==> src/rtl/diram_phy_responder.sv <==
`default_nettype none
// ============================================================================
//  Module   : diram_phy_responder
//  Purpose  : DRAM-side responder for a manager's DFI command/data interface.
//             Decodes ACT/RD/WR/PRE, tracks per-bank open state and row,
//             stores write bursts in a small backing array, and returns
//             read bursts after a fixed latency. Protocol violations drop
//             the offending command and raise a one-cycle error pulse.
//  Revision : 1.0  initial release
// ----------------------------------------------------------------------------
//  Ports
//    clk              in   1        only clock
//    reset_poweron    in   1        asynchronous, active-low reset
//    dfi__phy__cs     in   1        command valid
//    dfi__phy__cmd1   in   1        command code, upper bit
//    dfi__phy__cmd0   in   1        command code, lower bit
//    dfi__phy__bank   in   BANK_W   target bank
//    dfi__phy__addr   in   ADDR_W   row (ACT) or column (RD/WR)
//    dfi__phy__data   in   DATA_W   write beats
//    phy__dfi__valid  out  1        read beat valid
//    phy__dfi__data   out  DATA_W   read beat (holds last beat when idle)
//    phy__err         out  1        one-cycle protocol-violation pulse
//    phy__err_code    out  2        cause of the last violation
// ============================================================================
module diram_phy_responder #(
  parameter int DATA_W    = 32,
  parameter int BANK_W    = 3,
  parameter int ADDR_W    = 12,
  parameter int COL_W     = 4,
  parameter int RD_LAT    = 4,
  parameter int BURST_LEN = 2
) (
  input  logic              clk,
  input  logic              reset_poweron,
  input  logic              dfi__phy__cs,
  input  logic              dfi__phy__cmd1,
  input  logic              dfi__phy__cmd0,
  input  logic [BANK_W-1:0] dfi__phy__bank,
  input  logic [ADDR_W-1:0] dfi__phy__addr,
  input  logic [DATA_W-1:0] dfi__phy__data,
  output logic              phy__dfi__valid,
  output logic [DATA_W-1:0] phy__dfi__data,
  output logic              phy__err,
  output logic [1:0]        phy__err_code
);

  // --------------------------------------------------------------------------
  // Constants
  // --------------------------------------------------------------------------
  localparam int c_nbanks  = 2 ** BANK_W;
  localparam int c_idx_w   = BANK_W + COL_W;
  localparam int c_depth   = 2 ** c_idx_w;
  localparam int c_sched_w = RD_LAT + BURST_LEN;
  localparam int c_cnt_w   = 4;

  localparam logic [1:0] c_cmd_act = 2'b00;
  localparam logic [1:0] c_cmd_rd  = 2'b01;
  localparam logic [1:0] c_cmd_wr  = 2'b10;
  localparam logic [1:0] c_cmd_pre = 2'b11;

  localparam logic [1:0] c_err_act_open   = 2'd1;
  localparam logic [1:0] c_err_bank_shut  = 2'd2;
  localparam logic [1:0] c_err_collision  = 2'd3;

  localparam logic [c_cnt_w-1:0]   c_last_beat = c_cnt_w'(BURST_LEN - 1);
  localparam logic [c_sched_w-1:0] c_beat_mask = c_sched_w'((2 ** BURST_LEN) - 1);

  typedef enum logic [0:0] {
    WIDLE  = 1'b0,
    WBURST = 1'b1
  } wstate_t;

  // --------------------------------------------------------------------------
  // Signals
  // --------------------------------------------------------------------------
  logic [DATA_W-1:0]  r_mem [c_depth];

  logic [c_nbanks-1:0] r_bank_open;
  logic [ADDR_W-1:0]   r_bank_row [c_nbanks];

  wstate_t             r_wstate;
  wstate_t             w_wstate_nxt;
  logic [c_cnt_w-1:0]  r_wcnt;
  logic [c_cnt_w-1:0]  w_wcnt_nxt;
  logic [BANK_W-1:0]   r_wbank;
  logic [COL_W-1:0]    r_wcol;
  logic                w_mem_we;
  logic [c_idx_w-1:0]  w_mem_idx;

  // Bit k set: a read beat is registered onto the output at the k-th
  // upcoming clock edge (k = 0 is the next edge).
  logic [c_sched_w-1:0] r_sched;
  logic [c_sched_w-1:0] w_sched_nxt;

  logic                w_launch;
  logic [c_idx_w-1:0]  w_launch_idx;

  logic                r_seq_act;
  logic [BANK_W-1:0]   r_seq_bank;
  logic [COL_W-1:0]    r_seq_col;
  logic [c_cnt_w-1:0]  r_seq_cnt;

  logic                r_pre_vld;
  logic [DATA_W-1:0]   r_pre_data;
  logic                r_rd_valid;
  logic [DATA_W-1:0]   r_rd_data;

  logic                r_err;
  logic [1:0]          r_err_code;

  logic [1:0]          w_cmd;
  logic [COL_W-1:0]    w_col;
  logic [c_idx_w-1:0]  w_cmd_idx;
  logic                w_bank_is_open;
  logic                w_wr_clash;
  logic                w_rd_clash;
  logic                w_viol;
  logic [1:0]          w_viol_code;
  logic                w_act_ok;
  logic                w_pre_ok;
  logic                w_rd_ok;
  logic                w_wr_ok;
  logic                w_unused_row;

  // --------------------------------------------------------------------------
  // Command decode and protocol checking
  // --------------------------------------------------------------------------
  assign w_cmd          = {dfi__phy__cmd1, dfi__phy__cmd0};
  assign w_col          = dfi__phy__addr[COL_W-1:0];
  assign w_cmd_idx      = {dfi__phy__bank, w_col};
  assign w_bank_is_open = r_bank_open[dfi__phy__bank];

  // A WR now occupies the next BURST_LEN edges; a RD now lands its beats
  // RD_LAT..RD_LAT+BURST_LEN-1 edges out. Either clashes with any beat
  // already scheduled in its window.
  assign w_wr_clash = |r_sched[BURST_LEN-1:0];
  assign w_rd_clash = |r_sched[c_sched_w-1:RD_LAT];

  always_comb begin
    w_viol      = 1'b0;
    w_viol_code = 2'd0;
    w_act_ok    = 1'b0;
    w_pre_ok    = 1'b0;
    w_rd_ok     = 1'b0;
    w_wr_ok     = 1'b0;
    if (dfi__phy__cs) begin
      if (r_wstate == WBURST) begin
        w_viol      = 1'b1;
        w_viol_code = c_err_collision;
      end else begin
        case (w_cmd)
          c_cmd_act: begin
            if (w_bank_is_open) begin
              w_viol      = 1'b1;
              w_viol_code = c_err_act_open;
            end else begin
              w_act_ok = 1'b1;
            end
          end
          c_cmd_rd: begin
            if (!w_bank_is_open) begin
              w_viol      = 1'b1;
              w_viol_code = c_err_bank_shut;
            end else if (w_rd_clash) begin
              w_viol      = 1'b1;
              w_viol_code = c_err_collision;
            end else begin
              w_rd_ok = 1'b1;
            end
          end
          c_cmd_wr: begin
            if (!w_bank_is_open) begin
              w_viol      = 1'b1;
              w_viol_code = c_err_bank_shut;
            end else if (w_wr_clash) begin
              w_viol      = 1'b1;
              w_viol_code = c_err_collision;
            end else begin
              w_wr_ok = 1'b1;
            end
          end
          default: begin
            // PRE is always legal; on a closed bank it changes nothing.
            w_pre_ok = 1'b1;
          end
        endcase
      end
    end
  end

  // --------------------------------------------------------------------------
  // Per-bank state
  // --------------------------------------------------------------------------
  always_ff @(posedge clk or negedge reset_poweron) begin
    if (!reset_poweron) begin
      r_bank_open <= '0;
      for (int b = 0; b < c_nbanks; b++) begin
        r_bank_row[b] <= '0;
      end
    end else if (w_act_ok) begin
      r_bank_open[dfi__phy__bank] <= 1'b1;
      r_bank_row[dfi__phy__bank]  <= dfi__phy__addr;
    end else if (w_pre_ok) begin
      r_bank_open[dfi__phy__bank] <= 1'b0;
    end
  end

  // The row is kept for protocol visibility only; storage aliases rows.
  always_comb begin
    w_unused_row = 1'b0;
    for (int b = 0; b < c_nbanks; b++) begin
      w_unused_row = w_unused_row ^ (^r_bank_row[b]);
    end
  end

  // --------------------------------------------------------------------------
  // Error reporting
  // --------------------------------------------------------------------------
  always_ff @(posedge clk or negedge reset_poweron) begin
    if (!reset_poweron) begin
      r_err      <= 1'b0;
      r_err_code <= 2'd0;
    end else begin
      r_err <= w_viol;
      if (w_viol) begin
        r_err_code <= w_viol_code;
      end
    end
  end

  // --------------------------------------------------------------------------
  // Write FSM
  // --------------------------------------------------------------------------
  always_ff @(posedge clk or negedge reset_poweron) begin
    if (!reset_poweron) begin
      r_wstate <= WIDLE;
      r_wcnt   <= '0;
      r_wbank  <= '0;
      r_wcol   <= '0;
    end else begin
      r_wstate <= w_wstate_nxt;
      r_wcnt   <= w_wcnt_nxt;
      if (w_wr_ok) begin
        r_wbank <= dfi__phy__bank;
        r_wcol  <= w_col;
      end
    end
  end

  always_comb begin
    w_wstate_nxt = r_wstate;
    w_wcnt_nxt   = r_wcnt;
    w_mem_we     = 1'b0;
    w_mem_idx    = w_cmd_idx;
    case (r_wstate)
      WIDLE: begin
        if (w_wr_ok) begin
          w_mem_we = 1'b1;
          if (BURST_LEN > 1) begin
            w_wstate_nxt = WBURST;
            w_wcnt_nxt   = c_cnt_w'(1);
          end
        end
      end
      WBURST: begin
        // Beats wrap within the bank's column space.
        w_mem_we  = 1'b1;
        w_mem_idx = {r_wbank, r_wcol + COL_W'(r_wcnt)};
        if (r_wcnt == c_last_beat) begin
          w_wstate_nxt = WIDLE;
          w_wcnt_nxt   = '0;
        end else begin
          w_wcnt_nxt = r_wcnt + c_cnt_w'(1);
        end
      end
      default: begin
        w_wstate_nxt = WIDLE;
        w_wcnt_nxt   = '0;
      end
    endcase
  end

  // --------------------------------------------------------------------------
  // Read schedule map (used for collision checks)
  // --------------------------------------------------------------------------
  assign w_sched_nxt = {1'b0, r_sched[c_sched_w-1:1]}
                     | (w_rd_ok ? (c_beat_mask << (RD_LAT - 1)) : '0);

  always_ff @(posedge clk or negedge reset_poweron) begin
    if (!reset_poweron) begin
      r_sched <= '0;
    end else begin
      r_sched <= w_sched_nxt;
    end
  end

  // --------------------------------------------------------------------------
  // Read launch delay. The beat sequencer must be loaded RD_LAT-2 edges
  // after the RD edge: one edge for the storage read and one for the output
  // register follow it.
  // --------------------------------------------------------------------------
  if (RD_LAT > 2) begin : g_rd_delay
    localparam int c_dly = RD_LAT - 2;
    logic [c_dly-1:0]   r_dly_vld;
    logic [c_idx_w-1:0] r_dly_idx [c_dly];

    always_ff @(posedge clk or negedge reset_poweron) begin
      if (!reset_poweron) begin
        r_dly_vld <= '0;
        for (int k = 0; k < c_dly; k++) begin
          r_dly_idx[k] <= '0;
        end
      end else begin
        r_dly_vld[0] <= w_rd_ok;
        r_dly_idx[0] <= w_cmd_idx;
        for (int k = 1; k < c_dly; k++) begin
          r_dly_vld[k] <= r_dly_vld[k-1];
          r_dly_idx[k] <= r_dly_idx[k-1];
        end
      end
    end

    assign w_launch     = r_dly_vld[c_dly-1];
    assign w_launch_idx = r_dly_idx[c_dly-1];
  end else begin : g_rd_nodelay
    assign w_launch     = w_rd_ok;
    assign w_launch_idx = w_cmd_idx;
  end

  // --------------------------------------------------------------------------
  // Beat sequencer: walks BURST_LEN columns, one per cycle. Read spacing
  // rules guarantee a new launch never lands before the current burst's
  // last beat has been issued, so a launch may simply take priority.
  // --------------------------------------------------------------------------
  always_ff @(posedge clk or negedge reset_poweron) begin
    if (!reset_poweron) begin
      r_seq_act  <= 1'b0;
      r_seq_bank <= '0;
      r_seq_col  <= '0;
      r_seq_cnt  <= '0;
    end else if (w_launch) begin
      r_seq_act  <= 1'b1;
      r_seq_bank <= w_launch_idx[c_idx_w-1:COL_W];
      r_seq_col  <= w_launch_idx[COL_W-1:0];
      r_seq_cnt  <= '0;
    end else if (r_seq_act) begin
      if (r_seq_cnt == c_last_beat) begin
        r_seq_act <= 1'b0;
      end else begin
        r_seq_cnt <= r_seq_cnt + c_cnt_w'(1);
        r_seq_col <= r_seq_col + COL_W'(1);
      end
    end
  end

  // --------------------------------------------------------------------------
  // Backing storage (not reset). The synchronous read samples the array
  // before this edge's write lands, giving read-before-write on a shared
  // index.
  // --------------------------------------------------------------------------
  always_ff @(posedge clk) begin
    if (w_mem_we) begin
      r_mem[w_mem_idx] <= dfi__phy__data;
    end
    if (r_seq_act) begin
      r_pre_data <= r_mem[{r_seq_bank, r_seq_col}];
    end
  end

  // --------------------------------------------------------------------------
  // Read output stage
  // --------------------------------------------------------------------------
  always_ff @(posedge clk or negedge reset_poweron) begin
    if (!reset_poweron) begin
      r_pre_vld  <= 1'b0;
      r_rd_valid <= 1'b0;
      r_rd_data  <= '0;
    end else begin
      r_pre_vld  <= r_seq_act;
      r_rd_valid <= r_pre_vld;
      if (r_pre_vld) begin
        r_rd_data <= r_pre_data;
      end
    end
  end

  assign phy__dfi__valid = r_rd_valid;
  assign phy__dfi__data  = r_rd_data;
  assign phy__err        = r_err;
  assign phy__err_code   = r_err_code;

endmodule
`default_nettype wire

==> config.mk <==
export PLATFORM = sky130hd
export DESIGN_NAME = diram_phy_responder
export DESIGN_NICKNAME = d
export VERILOG_FILES = /design/src/rtl/diram_phy_responder.sv
export SDC_FILE = /design/constraint.sdc
export NUM_CORES = 2
export LEC_CHECK = 0
export ABC_CLOCK_PERIOD_IN_PS = 11810
export CORE_MARGIN = 2
export CORE_UTILIZATION = 55
export CTS_CLUSTER_SIZE = 25
export DETAILED_ROUTE_END_ITERATION = 16
export PLACE_DENSITY_LB_ADDON = 0.15
export REMOVE_ABC_BUFFERS = 1
export SYNTH_ARGS = -nofsm -noshare
export SYNTH_HDL_FRONTEND = slang
export SYNTH_SLANG_ARGS = --single-unit
==> constraint.sdc <==
create_clock -name clk -period 11.81 [get_ports clk]
set_input_delay 1.181 -clock clk [delete_from_list [all_inputs] [get_ports clk]]
set_output_delay 1.181 -clock clk [all_outputs]
set_load 0.05 [all_outputs]
==> reports/qor_table.md <==
| Stage | Quantity | Value |
|---|---|---|
| run status | Status | finished, final reports clean |
| power | Clock power frac | 30.5% |
| cells and area | Fraction of layout cells with a size suffix above 1 | 27.2% |
| routing | Final routed wirelength across all metal layers | 448000 um |
| power | Cell internal pwr | 28.7 mW |
| routing | Per-cell via count in the routed design | 6.76 |
| cells and area | Fin cells | 11900 |
| setup path | Max incr delay on CP | 1.07 ns |
| routing | First-iteration detailed-routing DRC count | 11200 |
| yosys | Share of Yosys cell area claimed by the top area cell type | 76.7% |
| yosys | Share of flip-flops with an asynchronous set or reset | 2.11% |
| floorplan | Die Area | 298000 um2 |
| cells and area | Nets | 7647 |
| global route | Initial antenna violation count | 31 |
| power | Reported leakage power | 56.8 nW |
| yosys | Mapped cell area | 162000 um2 |
| power | Reg power frac | 40.3% |
| power | Pwr Total | 42.3 mW |
| cts | Cell at the root of the clock tree | sky130_fd_sc_hd__clkbuf_16 |
| timing | Share of the clock period used by the worst path | 45.7% |
| setup path | Cell with the largest stage delay on the worst path | sky130_fd_sc_hd__o311ai_0 |
| cells and area | Total area of multi-input combinational cells | 34300 um2 |
| cts | Clock Tree Buf Depth | 4 |
| routing | Residual DRC count | 0 |
| yosys | Count of warnings emitted by yosys | 0 |
| cts | Number of buffers created by CTS | 417 |
| power | Switching part of the total power | 32.2% |
| cells and area | Leading cell type in the layout, fill and taps excluded | sky130_fd_sc_hd__edfxtp_1 |
| routing | Total via count after detailed routing | 80200 |
| setup path | Startpoint types | flop |
| cts | Number of hold buffers added after cts | 0 |
| yosys | Number of storage elements in the synthesis netlist | 4217 |
| power | Highest ir drop seen on vdd | 0.000382 V |
| power | Proportion of power drawn by combinational gates | 29.2% |
| timing | Setup repair after global routing missed its margin | no |
| global route | Via count of the first global-routing pass | 78500 |
| cts | CTS tree | yes |
| power | Total net switching power | 13.6 mW |
| cts | Clock transition at path regs | 0.06 ns |
| placement | Half-perimeter wire length after detailed placement | 252000 um |
| floorplan | Core Box Area | 293000 um2 |
| yosys | Part of the Yosys area used for sequential elements | 78.1% |
| cells and area | Register cell area after layout | 126000 um2 |
| yosys | Largest cells by area after synthesis | sky130_fd_sc_hd__edfxtp_1, sky130_fd_sc_hd__mux4_2, sky130_fd_sc_hd__mux2i_1, sky130_fd_sc_hd__dfrtp_1, sky130_fd_sc_hd__nand2_1 |
| global route | Pin count of the biggest net entering global routing | 120 |
| setup path | Worst EP required | 12.59 ns |
| floorplan | Die Span Y | 546 um |
| timing | Final slew viol count | 0 |
| global route | GRT Residual Overflow | 0 |
| yosys | Average size of a mapped cell | 22.4 um2 |
| setup path | CP max FO | 52 |
| yosys | Prevailing post-synth register cell | sky130_fd_sc_hd__edfxtp_1 |
| floorplan | Initial Util | 55.2% |
| timing | Worst Skew | 0.0651 ns |
| cts | Number of H-tree levels | 5 |
| yosys | Gate count of the mapped netlist | 7204 |
| cts | Clock latency on the worst-skew pair | 1.00 ns |
| setup path | Kind of end point of the critical path | flop |
| routing | Detailed-routing iteration count for the pre-antenna-repair pass | 8 |
| floorplan | Die Span X | 546 um |
| yosys | Dominant cell type by area after synthesis | sky130_fd_sc_hd__edfxtp_1 |
| timing | Final Setup Violations | 0 |
| timing | Slew of the pin with the lowest slew margin | 1.45 ns |
| cells and area | Filler cell count in the final layout | 20000 |
| timing | Number of failing hold endpoints at the final stage | 0 |
| setup path | Arrival time worst endpoint | 6.18 ns |
| placement | RD Place Congestion | 0.873 |
| cells and area | Final core utilization | 62.0% |
| global route | First-pass GRT wire length | 621000 um |
| cts | Count of instances resized after the clock tree is built | 0 |
| yosys | Number of unique standard cell types used by synthesis | 65 |
| timing | Worst-case headroom to the max-slew limit | 2.81% |
| cts | Clock Sinks | 4217 |
| global route | Total Routing Usage GR | 30.0% |
| placement | Number of buffer cells added on primary ports | 79 |
| yosys | Number of enable-type register cells in the synthesized netlist | 4128 |
| placement | Post-Place Cells | 11100 |
| timing | Post-layout min period | 5.40 ns |
| floorplan | Rows | 199 |
| cts | Postcts setup bufs | 0 |
| timing | Maximum clock frequency | 0.185 GHz |
| power | Areal power density over the cells | 233 nW/um2 |
| min path | Class of the worst hold path | in -> async |
| routing | Remaining antenna violation count | 0 |
| setup path | Worst Setup Path Type | reg -> reg |
| floorplan | Count of pins on the block boundary | 88 |
| job | Count of max-cap constraint violations | 0 |
| cells and area | Growth of design area from synthesis to finish | 12.4% |
| cells and area | Top library cells by usage in the layout, fill and taps aside | sky130_fd_sc_hd__edfxtp_1, sky130_fd_sc_hd__mux4_2, sky130_fd_sc_hd__clkbuf_16, sky130_fd_sc_hd__buf_4, sky130_fd_sc_hd__nand2_1 |
| setup path | CP Cell Sequence | buf_4, nand2b_2, o22ai_1, nor3_1, o311ai_0, o2111ai_1, a22oi_1 |
| routing | Post-DR wirelength/cell | 37.8 um |
==> cells by family after synthesis <==
group                    share of synthesized area [%]
AO/OA/AOI/OAI                                     2.39
XOR/XNOR                                        0.0704
adder cells (fa/ha/maj)                         0.0743
buffers and inverters                             1.36
flip-flops                                        78.1
multiplexers                                      16.4
AND/OR/NAND/NOR                                   1.62
==> path summary, 6_finish.rpt <==
path | endpoint | start | cells past startpoint | slack [ns]
worst min-delay path | phy__dfi__data[27] | reset_poweron | 1 | 0.23
max in group asynchronous | r_seq_col[1] | reset_poweron | 2 | 10.32
worst max-delay path | r_pre_data[31] | r_seq_col[2] | 7 | 6.41
worst min register to register | w_launch_idx[4] | g_rd_delay.r_dly_idx[11] | 0 | 0.35
min in group clk | w_launch_idx[4] | g_rd_delay.r_dly_idx[11] | 0 | 0.35
worst max register to register | r_pre_data[31] | r_seq_col[2] | 7 | 6.41
==> power by group through the flow <==
stage          logic [mW]  clock network (mW)  registers (mW)
4_1_cts              12.2                13.0            17.0
2_1_floorplan        9.03                   0            18.1
6_report             12.3                12.9            17.1
5_1_grt              12.8                13.6            17.0
3_3_place_gp         12.1                   0            17.4
3_5_place_dp         12.2                   0            17.4
==> stage by stage <==
step,cell area (um2),setup TNS [ns],hold WS (ns),worst slack (ns)
final,182000,0,0.225,6.41
after global routing,182000,0,0.260,6.17
after CTS,182000,0,0.200,6.57
after detailed placement,168000,0,0.339,6.06
after global placement,168000,0,0.332,6.16
after floorplan,160000,-1093.95,0.331,-30.94
==> critical path, delay by kind of cell (launching register included) <==
kind | cells | cell delay, ns
AOI/OAI and AO/OA | 4 | 2.66
and+or+nand+nor | 2 | 0.81
DFF | 1 | 0.82
buffers and inverters | 1 | 0.86
==> final cells by class <==
type	instances	share of cell area, %
sequential	4217	69.4
multi-input combinational	2577	18.9
clock buffer	511	6.03
tap	3919	2.70
timing repair buffer	358	1.64
clock inverter	242	1.24
inverter	15	0.0434
antenna	19	0.0262
==> registers in the layout, summed over array words and instances (netlist names), 2 cells and up, named ones only <==
register / count
g_rd_delay.r_dly_idx: 7
phy__err_code: 2
r_pre_data: 32
w_launch_idx: 7
phy__dfi__data: 32
r_seq_bank: 3
r_wcnt: 4
r_seq_cnt: 4
r_wbank: 3
r_seq_col: 4
g_rd_delay.r_dly_vld: 2
r_mem: 4096
r_wcol: 4
r_sched: 4
==> cells in the mapped netlist (8+ instances only) <==
library cell,count
sky130_fd_sc_hd__edfxtp_1,4128
sky130_fd_sc_hd__mux4_2,1014
sky130_fd_sc_hd__nand2_1,293
sky130_fd_sc_hd__mux2i_1,280
sky130_fd_sc_hd__nor2_1,184
sky130_fd_sc_hd__buf_2,147
sky130_fd_sc_hd__clkbuf_1,117
sky130_fd_sc_hd__o21ai_0,102
sky130_fd_sc_hd__a21oi_1,96
sky130_fd_sc_hd__dfrtp_1,89
sky130_fd_sc_hd__o22ai_1,81
sky130_fd_sc_hd__mux2_2,76
sky130_fd_sc_hd__buf_4,60
sky130_fd_sc_hd__o221ai_1,60
sky130_fd_sc_hd__a211oi_1,46
sky130_fd_sc_hd__a31oi_1,39
sky130_fd_sc_hd__buf_1,37
sky130_fd_sc_hd__buf_6,34
sky130_fd_sc_hd__and2_1,27
sky130_fd_sc_hd__a221oi_1,25
sky130_fd_sc_hd__nand3_1,24
sky130_fd_sc_hd__a22oi_1,21
sky130_fd_sc_hd__a32oi_1,17
sky130_fd_sc_hd__and3_1,16
sky130_fd_sc_hd__nor2b_1,15
sky130_fd_sc_hd__inv_1,11
sky130_fd_sc_hd__nor3_1,11
sky130_fd_sc_hd__o31ai_1,10
sky130_fd_sc_hd__a22o_1,9
sky130_fd_sc_hd__nand2b_1,9
sky130_fd_sc_hd__or2_2,9
sky130_fd_sc_hd__ha_1,8
sky130_fd_sc_hd__o32ai_1,8
==> metal layers <==
metal / up-vias / track usage [%] / share of wire [%]
met5: - / 0 / 0.013
met4: 10 / 13.0 / 5.0
met3: 809 / 6.80 / 11
met2: 4584 / 46.0 / 47
met1: 43500 / 41.8 / 38
li1: 31300 / - / -
(Power assumes the default switching activity.)
